### config.mk
export PLATFORM = sky130hd
export DESIGN_NAME = multicycle_control_fsm
export DESIGN_NICKNAME = d
export VERILOG_FILES = /design/src/rtl/riscv_mc_pkg.sv /design/src/rtl/mc_alu_decoder.sv /design/src/rtl/multicycle_control_fsm.sv
export SDC_FILE = /design/constraint.sdc
export NUM_CORES = 1
export LEC_CHECK = 0
export BUFFER_PORTS_ARGS = -buffer_cell sky130_fd_sc_hd__buf_2
export CAP_MARGIN = 20
export CORE_MARGIN = 2
export CORE_UTILIZATION = 35
export DETAILED_ROUTE_END_ITERATION = 16
export PLACE_DENSITY = 0.76
export SKIP_LAST_GASP = 1
export SYNTH_ARGS = -nofsm -noshare
export SYNTH_HDL_FRONTEND = slang
export SYNTH_SLANG_ARGS = --single-unit
### constraint.sdc
create_clock -name clk -period 1.9 [get_ports clk]
set_input_delay 0.38 -clock clk [delete_from_list [all_inputs] [get_ports clk]]
set_output_delay 0.38 -clock clk [all_outputs]
set_load 0.01 [all_outputs]
### src/rtl/riscv_mc_pkg.sv
// rtl/riscv_mc_pkg.sv - shared encodings for the multicycle RV32I control sequencer
package riscv_mc_pkg;

    typedef enum logic [3:0] {
        S_FETCH    = 4'd0,
        S_DECODE   = 4'd1,
        S_MEMADR   = 4'd2,
        S_MEMREAD  = 4'd3,
        S_MEMWB    = 4'd4,
        S_MEMWRITE = 4'd5,
        S_EXECR    = 4'd6,
        S_ALUWB    = 4'd7,
        S_EXECI    = 4'd8,
        S_JAL      = 4'd9,
        S_BEQ      = 4'd10,
        S_TRAP     = 4'd15
    } state_t;

    localparam logic [6:0] OP_LW    = 7'b0000011;
    localparam logic [6:0] OP_SW    = 7'b0100011;
    localparam logic [6:0] OP_RTYPE = 7'b0110011;
    localparam logic [6:0] OP_ITYPE = 7'b0010011;
    localparam logic [6:0] OP_BEQ   = 7'b1100011;
    localparam logic [6:0] OP_JAL   = 7'b1101111;

    typedef enum logic [1:0] {
        ALUOP_ADD   = 2'b00,
        ALUOP_SUB   = 2'b01,
        ALUOP_FUNCT = 2'b10
    } alu_op_t;

    localparam logic [1:0] ALU_ADD = 2'b00;
    localparam logic [1:0] ALU_SUB = 2'b01;
    localparam logic [1:0] ALU_AND = 2'b10;
    localparam logic [1:0] ALU_OR  = 2'b11;

    localparam logic [1:0] RES_ALUOUT    = 2'b00;
    localparam logic [1:0] RES_DATA      = 2'b01;
    localparam logic [1:0] RES_ALURESULT = 2'b10;

    localparam logic [1:0] SRCA_PC    = 2'b00;
    localparam logic [1:0] SRCA_OLDPC = 2'b01;
    localparam logic [1:0] SRCA_RD1   = 2'b10;

    localparam logic [1:0] SRCB_RD2  = 2'b00;
    localparam logic [1:0] SRCB_IMM  = 2'b01;
    localparam logic [1:0] SRCB_FOUR = 2'b10;

    localparam logic [1:0] IMM_I = 2'b00;
    localparam logic [1:0] IMM_S = 2'b01;
    localparam logic [1:0] IMM_B = 2'b10;
    localparam logic [1:0] IMM_J = 2'b11;

    function automatic logic [1:0] imm_src_of(input logic [6:0] op);
        case (op)
            OP_SW:   return IMM_S;
            OP_BEQ:  return IMM_B;
            OP_JAL:  return IMM_J;
            default: return IMM_I;
        endcase
    endfunction

endpackage

### src/rtl/mc_alu_decoder.sv
// rtl/mc_alu_decoder.sv - maps ALUOp and funct fields onto the shared ALU operation
module mc_alu_decoder
    import riscv_mc_pkg::*;
(
    input  alu_op_t    alu_op,
    input  logic [2:0] funct3,
    input  logic       op5,
    input  logic       funct7b5,
    output logic [1:0] alu_control,
    output logic       funct_illegal
);

    always_comb begin
        // Reported independently of alu_op so DECODE can vet R/I encodings early.
        funct_illegal = !(funct3 == 3'b000 || funct3 == 3'b110 || funct3 == 3'b111);
        alu_control   = ALU_ADD;
        case (alu_op)
            ALUOP_ADD: alu_control = ALU_ADD;
            ALUOP_SUB: alu_control = ALU_SUB;
            default: begin
                case (funct3)
                    3'b000:  alu_control = (op5 && funct7b5) ? ALU_SUB : ALU_ADD;
                    3'b110:  alu_control = ALU_OR;
                    3'b111:  alu_control = ALU_AND;
                    default: alu_control = ALU_ADD;
                endcase
            end
        endcase
    end

endmodule

### src/rtl/multicycle_control_fsm.sv
// rtl/multicycle_control_fsm.sv - Moore sequencer stepping the shared memory/ALU datapath
module multicycle_control_fsm
    import riscv_mc_pkg::*;
#(
    parameter int width = 32
) (
    input  logic             clk,
    input  logic             rst,
    input  logic [width-1:0] Instr,
    input  logic             Zero,
    output logic             PCWrite,
    output logic             AdrSrc,
    output logic             MemWrite,
    output logic             IRWrite,
    output logic [1:0]       ResultSrc,
    output logic [1:0]       ALUSrcA,
    output logic [1:0]       ALUSrcB,
    output logic [1:0]       ImmSrc,
    output logic [1:0]       ALUControl,
    output logic             RegWrite,
    output logic             InstrDone,
    output logic             Illegal,
    output logic [3:0]       State
);

    logic [6:0] op;
    logic [2:0] funct3;
    logic [6:0] funct7;
    logic       unused_instr_bits;

    assign op     = Instr[6:0];
    assign funct3 = Instr[14:12];
    assign funct7 = Instr[31:25];
    assign unused_instr_bits = ^{Instr[24:15], Instr[11:7]};

    state_t     state;
    logic       illegal_q;
    alu_op_t    alu_op;
    logic       pc_update;
    logic       branch;
    logic       mem_write_s;
    logic       ir_write_s;
    logic       reg_write_s;
    logic       funct_illegal;
    logic       decode_illegal;
    logic [1:0] alu_control;

    mc_alu_decoder u_alu_decoder (
        .alu_op        (alu_op),
        .funct3        (funct3),
        .op5           (op[5]),
        .funct7b5      (Instr[30]),
        .alu_control   (alu_control),
        .funct_illegal (funct_illegal)
    );

    always_comb begin
        decode_illegal = 1'b0;
        case (op)
            OP_LW, OP_SW, OP_JAL: decode_illegal = 1'b0;
            OP_RTYPE: decode_illegal = funct_illegal ||
                                       !(funct7 == 7'b0000000 || funct7 == 7'b0100000);
            OP_ITYPE: decode_illegal = funct_illegal;
            OP_BEQ:   decode_illegal = (funct3 != 3'b000);
            default:  decode_illegal = 1'b1;
        endcase
    end

    always_ff @(posedge clk) begin
        if (rst) begin
            state     <= S_FETCH;
            illegal_q <= 1'b0;
        end else begin
            case (state)
                S_FETCH:  state <= S_DECODE;
                S_DECODE: begin
                    if (decode_illegal) begin
                        state     <= S_TRAP;
                        illegal_q <= 1'b1;
                    end else begin
                        case (op)
                            OP_LW, OP_SW: state <= S_MEMADR;
                            OP_RTYPE:     state <= S_EXECR;
                            OP_ITYPE:     state <= S_EXECI;
                            OP_JAL:       state <= S_JAL;
                            OP_BEQ:       state <= S_BEQ;
                            default:      state <= S_TRAP;
                        endcase
                    end
                end
                S_MEMADR:   state <= (op == OP_SW) ? S_MEMWRITE : S_MEMREAD;
                S_MEMREAD:  state <= S_MEMWB;
                S_MEMWB:    state <= S_FETCH;
                S_MEMWRITE: state <= S_FETCH;
                S_EXECR, S_EXECI, S_JAL: state <= S_ALUWB;
                S_ALUWB:    state <= S_FETCH;
                S_BEQ:      state <= S_FETCH;
                S_TRAP:     state <= S_TRAP;
                default:    state <= S_FETCH;
            endcase
        end
    end

    always_comb begin
        alu_op      = ALUOP_ADD;
        pc_update   = 1'b0;
        branch      = 1'b0;
        mem_write_s = 1'b0;
        ir_write_s  = 1'b0;
        reg_write_s = 1'b0;
        AdrSrc      = 1'b0;
        ResultSrc   = RES_ALUOUT;
        ALUSrcA     = SRCA_PC;
        ALUSrcB     = SRCB_RD2;
        case (state)
            S_FETCH: begin
                ir_write_s = 1'b1;
                ALUSrcB    = SRCB_FOUR;
                ResultSrc  = RES_ALURESULT;
                pc_update  = 1'b1;
            end
            S_DECODE: begin
                ALUSrcA = SRCA_OLDPC;
                ALUSrcB = SRCB_IMM;
            end
            S_MEMADR: begin
                ALUSrcA = SRCA_RD1;
                ALUSrcB = SRCB_IMM;
            end
            S_MEMREAD: AdrSrc = 1'b1;
            S_MEMWB: begin
                ResultSrc   = RES_DATA;
                reg_write_s = 1'b1;
            end
            S_MEMWRITE: begin
                AdrSrc      = 1'b1;
                mem_write_s = 1'b1;
            end
            S_EXECR: begin
                ALUSrcA = SRCA_RD1;
                alu_op  = ALUOP_FUNCT;
            end
            S_EXECI: begin
                ALUSrcA = SRCA_RD1;
                ALUSrcB = SRCB_IMM;
                alu_op  = ALUOP_FUNCT;
            end
            S_ALUWB: reg_write_s = 1'b1;
            S_JAL: begin
                ALUSrcA   = SRCA_OLDPC;
                ALUSrcB   = SRCB_FOUR;
                pc_update = 1'b1;
            end
            S_BEQ: begin
                ALUSrcA = SRCA_RD1;
                alu_op  = ALUOP_SUB;
                branch  = 1'b1;
            end
            default: ;
        endcase
    end

    // Enables are gated by rst so a mid-instruction reset cannot commit state.
    assign PCWrite    = !rst && (pc_update || (branch && Zero));
    assign IRWrite    = !rst && ir_write_s;
    assign MemWrite   = !rst && mem_write_s;
    assign RegWrite   = !rst && reg_write_s;
    assign ImmSrc     = imm_src_of(op);
    assign ALUControl = alu_control;
    assign InstrDone  = (state == S_MEMWB) || (state == S_MEMWRITE) ||
                        (state == S_ALUWB) || (state == S_BEQ);
    assign Illegal    = illegal_q;
    assign State      = state;

endmodule

==> results.sh <==
export IMPL_grt_total_usage=0.177
export IMPL_use_met2=0.324
export IMPL_dr_total_vias=978
export IMPL_hp_class="input port to register"
export IMPL_finalWirelength_um=2080
export IMPL_chipHeight_um=48.6
export IMPL_die_area_um2=2360
export IMPL_slew_viol_final=0
export IMPL_power_uw=1220
export IMPL_fin_nets=190
export IMPL_drt_iter0_markers=17
export IMPL_tritoncts="built"
export IMPL_number_of_clock_buffers_inserted_by_tritoncts=3
export IMPL_dominantRegCellSynth="dfxtp_1"
export IMPL_grt_pass1_vias=867
export IMPL_worst_ep_arrival_time_ps=1410
export IMPL_drc_errors=0
export IMPL_antenna_violations_before_repair=0
export IMPL_maxCapViolations=0
export IMPL_netlist_area_leader_share=0.144
export IMPL_path_clk_slew_ps=40
export IMPL_async_flop_share=0
export IMPL_worstMarginPinSlew_ps=508
export IMPL_synthTopCellsByArea="dfxtp_1, a21oi_1, nor2_1"
export IMPL_worst_setup_path_type="register to primary output"
export IMPL_coreArea_um2=1920
export IMPL_fin_skew_ps=3.41
export IMPL_hold_worst_slack_ps=438
export IMPL_utilization=0.517
export IMPL_ys_seq_elements=5
export IMPL_synth_warnings=0
export IMPL_ctsLongestPathBuffers=2
export IMPL_antennaDiodeCount=0
export IMPL_postRouteAntennaNets=0
export IMPL_maximum_vdd_drop_v=0.000505
export IMPL_use_met3=0.0185
export IMPL_number_of_enable_type_register_cells_in_the_synthesized_netlist=0
export IMPL_most_common_cell_after_layout_fill_and_taps_aside="buf_2"
export IMPL_hpwl_um=1670
export IMPL_finalSetupViolations=0
export IMPL_place_congestion=0.742
export IMPL_numPortBuffers=40
export IMPL_status="finished clean"
export IMPL_relSlewSlack=0.657
export IMPL_placed_cell_area_um2=955
export IMPL_post_synth_num_cell_types=35
export IMPL_clk_root_buffer_cell="clkbuf_4"
export IMPL_max_freq_mhz=558
export IMPL_power_density_nw_per_um2=1230
export IMPL_n_fill_cell=218
export IMPL_critPathMaxFanout=5
export IMPL_share_of_final_layout_standard_cells_stronger_than_drive_strength_1=0.377
export IMPL_report_final_hold_viol_count=0
export IMPL_grt_most_used_layer="met2"
export IMPL_final_period_utilization=0.943
export IMPL_route_detailed_vias_per_inst=5.40
export IMPL_element_type_at_the_critical_path_start="register"
export IMPL_design_area_um2=993
export IMPL_cp_data_required_time_ps=1520
export IMPL_die_w_um=48.6
export IMPL_clkSinkCount=5
export IMPL_drt_first_pass_iters=4
export IMPL_top_library_cells_by_usage_in_the_layout_fill_and_taps_aside="buf_2, a21oi_1, nor2_1, nor3_1, buf_4"
export IMPL_synth_net_count=147
export IMPL_globalRouteMet1Util=0.214
export IMPL_initial_utilization=0.363
export IMPL_grt_max_degree=14
export IMPL_num_rows=16
export IMPL_synth_seq_area_share=0.144
export IMPL_cts_htree_levels=1
export IMPL_min_cycle_time_layout_ps=1790
export IMPL_overflow=0
export IMPL_netlist_area_um2=697
export IMPL_wire_per_inst_um=11.5
export IMPL_io_pins=56
export IMPL_cp_end_kind="primary output"
export IMPL_synthesis_area_per_instance_um2=6.22
export IMPL_area_growth_synth_to_final_pct=42.5
export IMPL_netlist_instances=112
export IMPL_leakage_uw=0.000468
export IMPL_synth_area_leader_cell="dfxtp_1"
export IMPL_worstSkewPairLatency_ps=230
export IMPL_grt_pass1_wl_um=3460
[final timing paths]
| path | cells past startpoint | start | endpoint | slack (ps) |
|---|---|---|---|---|
| max | 5 | State[0] | PCWrite | 110 |
| min | 2 | rst | Illegal | 440 |
| max reg2reg | 6 | State[1] | State[1] | 390 |
| min reg2reg | 2 | Illegal | Illegal | 460 |
[where the power goes]
group | internal [µW] | total [µW] | switching (µW)
combinational | 398 | 902 | 504
clock | 79.1 | 118 | 38.9
sequential | 150 | 205 | 54.7
[per-stage QoR]
stage / instances / setup WS (ps) / setup TNS [ps]
after floorplan: 112 / -42.9 / -42.9
after global placement: 177 / -70.5 / -166
after detailed placement: 177 / -113 / -333
after CTS: 181 / 44.3 / 0
after global routing: 181 / -15.0 / -15.0
final: 181 / 109 / 0
[synthesized netlist by cell type (3+ instances only)]
cell,n
o21ai_0,6
nand3_1,6
nor3_1,10
inv_1,4
a21oi_1,14
nor4_1,3
nand2_1,4
nor2_1,14
clkbuf_1,9
dfxtp_1,5
nand2b_1,6
nor2b_1,3
[layout make-up]
cell class / instances / area [µm²] / area share
Timing Repair Buffer: 48 / 260 / 0.262
Tap cell: 27 / 33.8 / 0.0340
Inverter: 4 / 15.0 / 0.0151
Clock buffer: 4 / 26.3 / 0.0264
Sequential cell: 5 / 103 / 0.103
Multi-Input combinational cell: 93 / 556 / 0.559
[sequential cells by signal (all words and copies together) (netlist names)]
| signal | cells |
|---|---|
| Illegal | 1 |
| State | 4 |
[metal layers]
layer | vias to the layer above | part of all wire
met5 | - | 0
met4 | 0 | 0.0058
met3 | 2 | 0.055
met2 | 47 | 0.48
met1 | 436 | 0.45
li1 | 493 | -
[kinds of logic after synthesis]
family | after synthesis | synth area share
xor+xnor | 2 | 0.0251
simple gates | 57 | 0.438
flops | 5 | 0.144
mux | 1 | 0.0144
compound gates | 33 | 0.303
buf+inv | 14 | 0.0754
[critical path, cell delays in order, from the launching register on]
cell,delay (ps)
dfxtp_2,360
inv_1,80
nor2_1,150
a21oi_1,70
a2111oi_2,330
buf_2,180
[repair_timing]
item / CTS / global route
hold buffers: 0 / 0
pin swaps: 0 / 0
buffers inserted: 0 / 0
endpoints found under the setup margin: 1 / 3
resized for setup: 1 / 4
No activity file was read; power rests on OpenSTA's default activity.
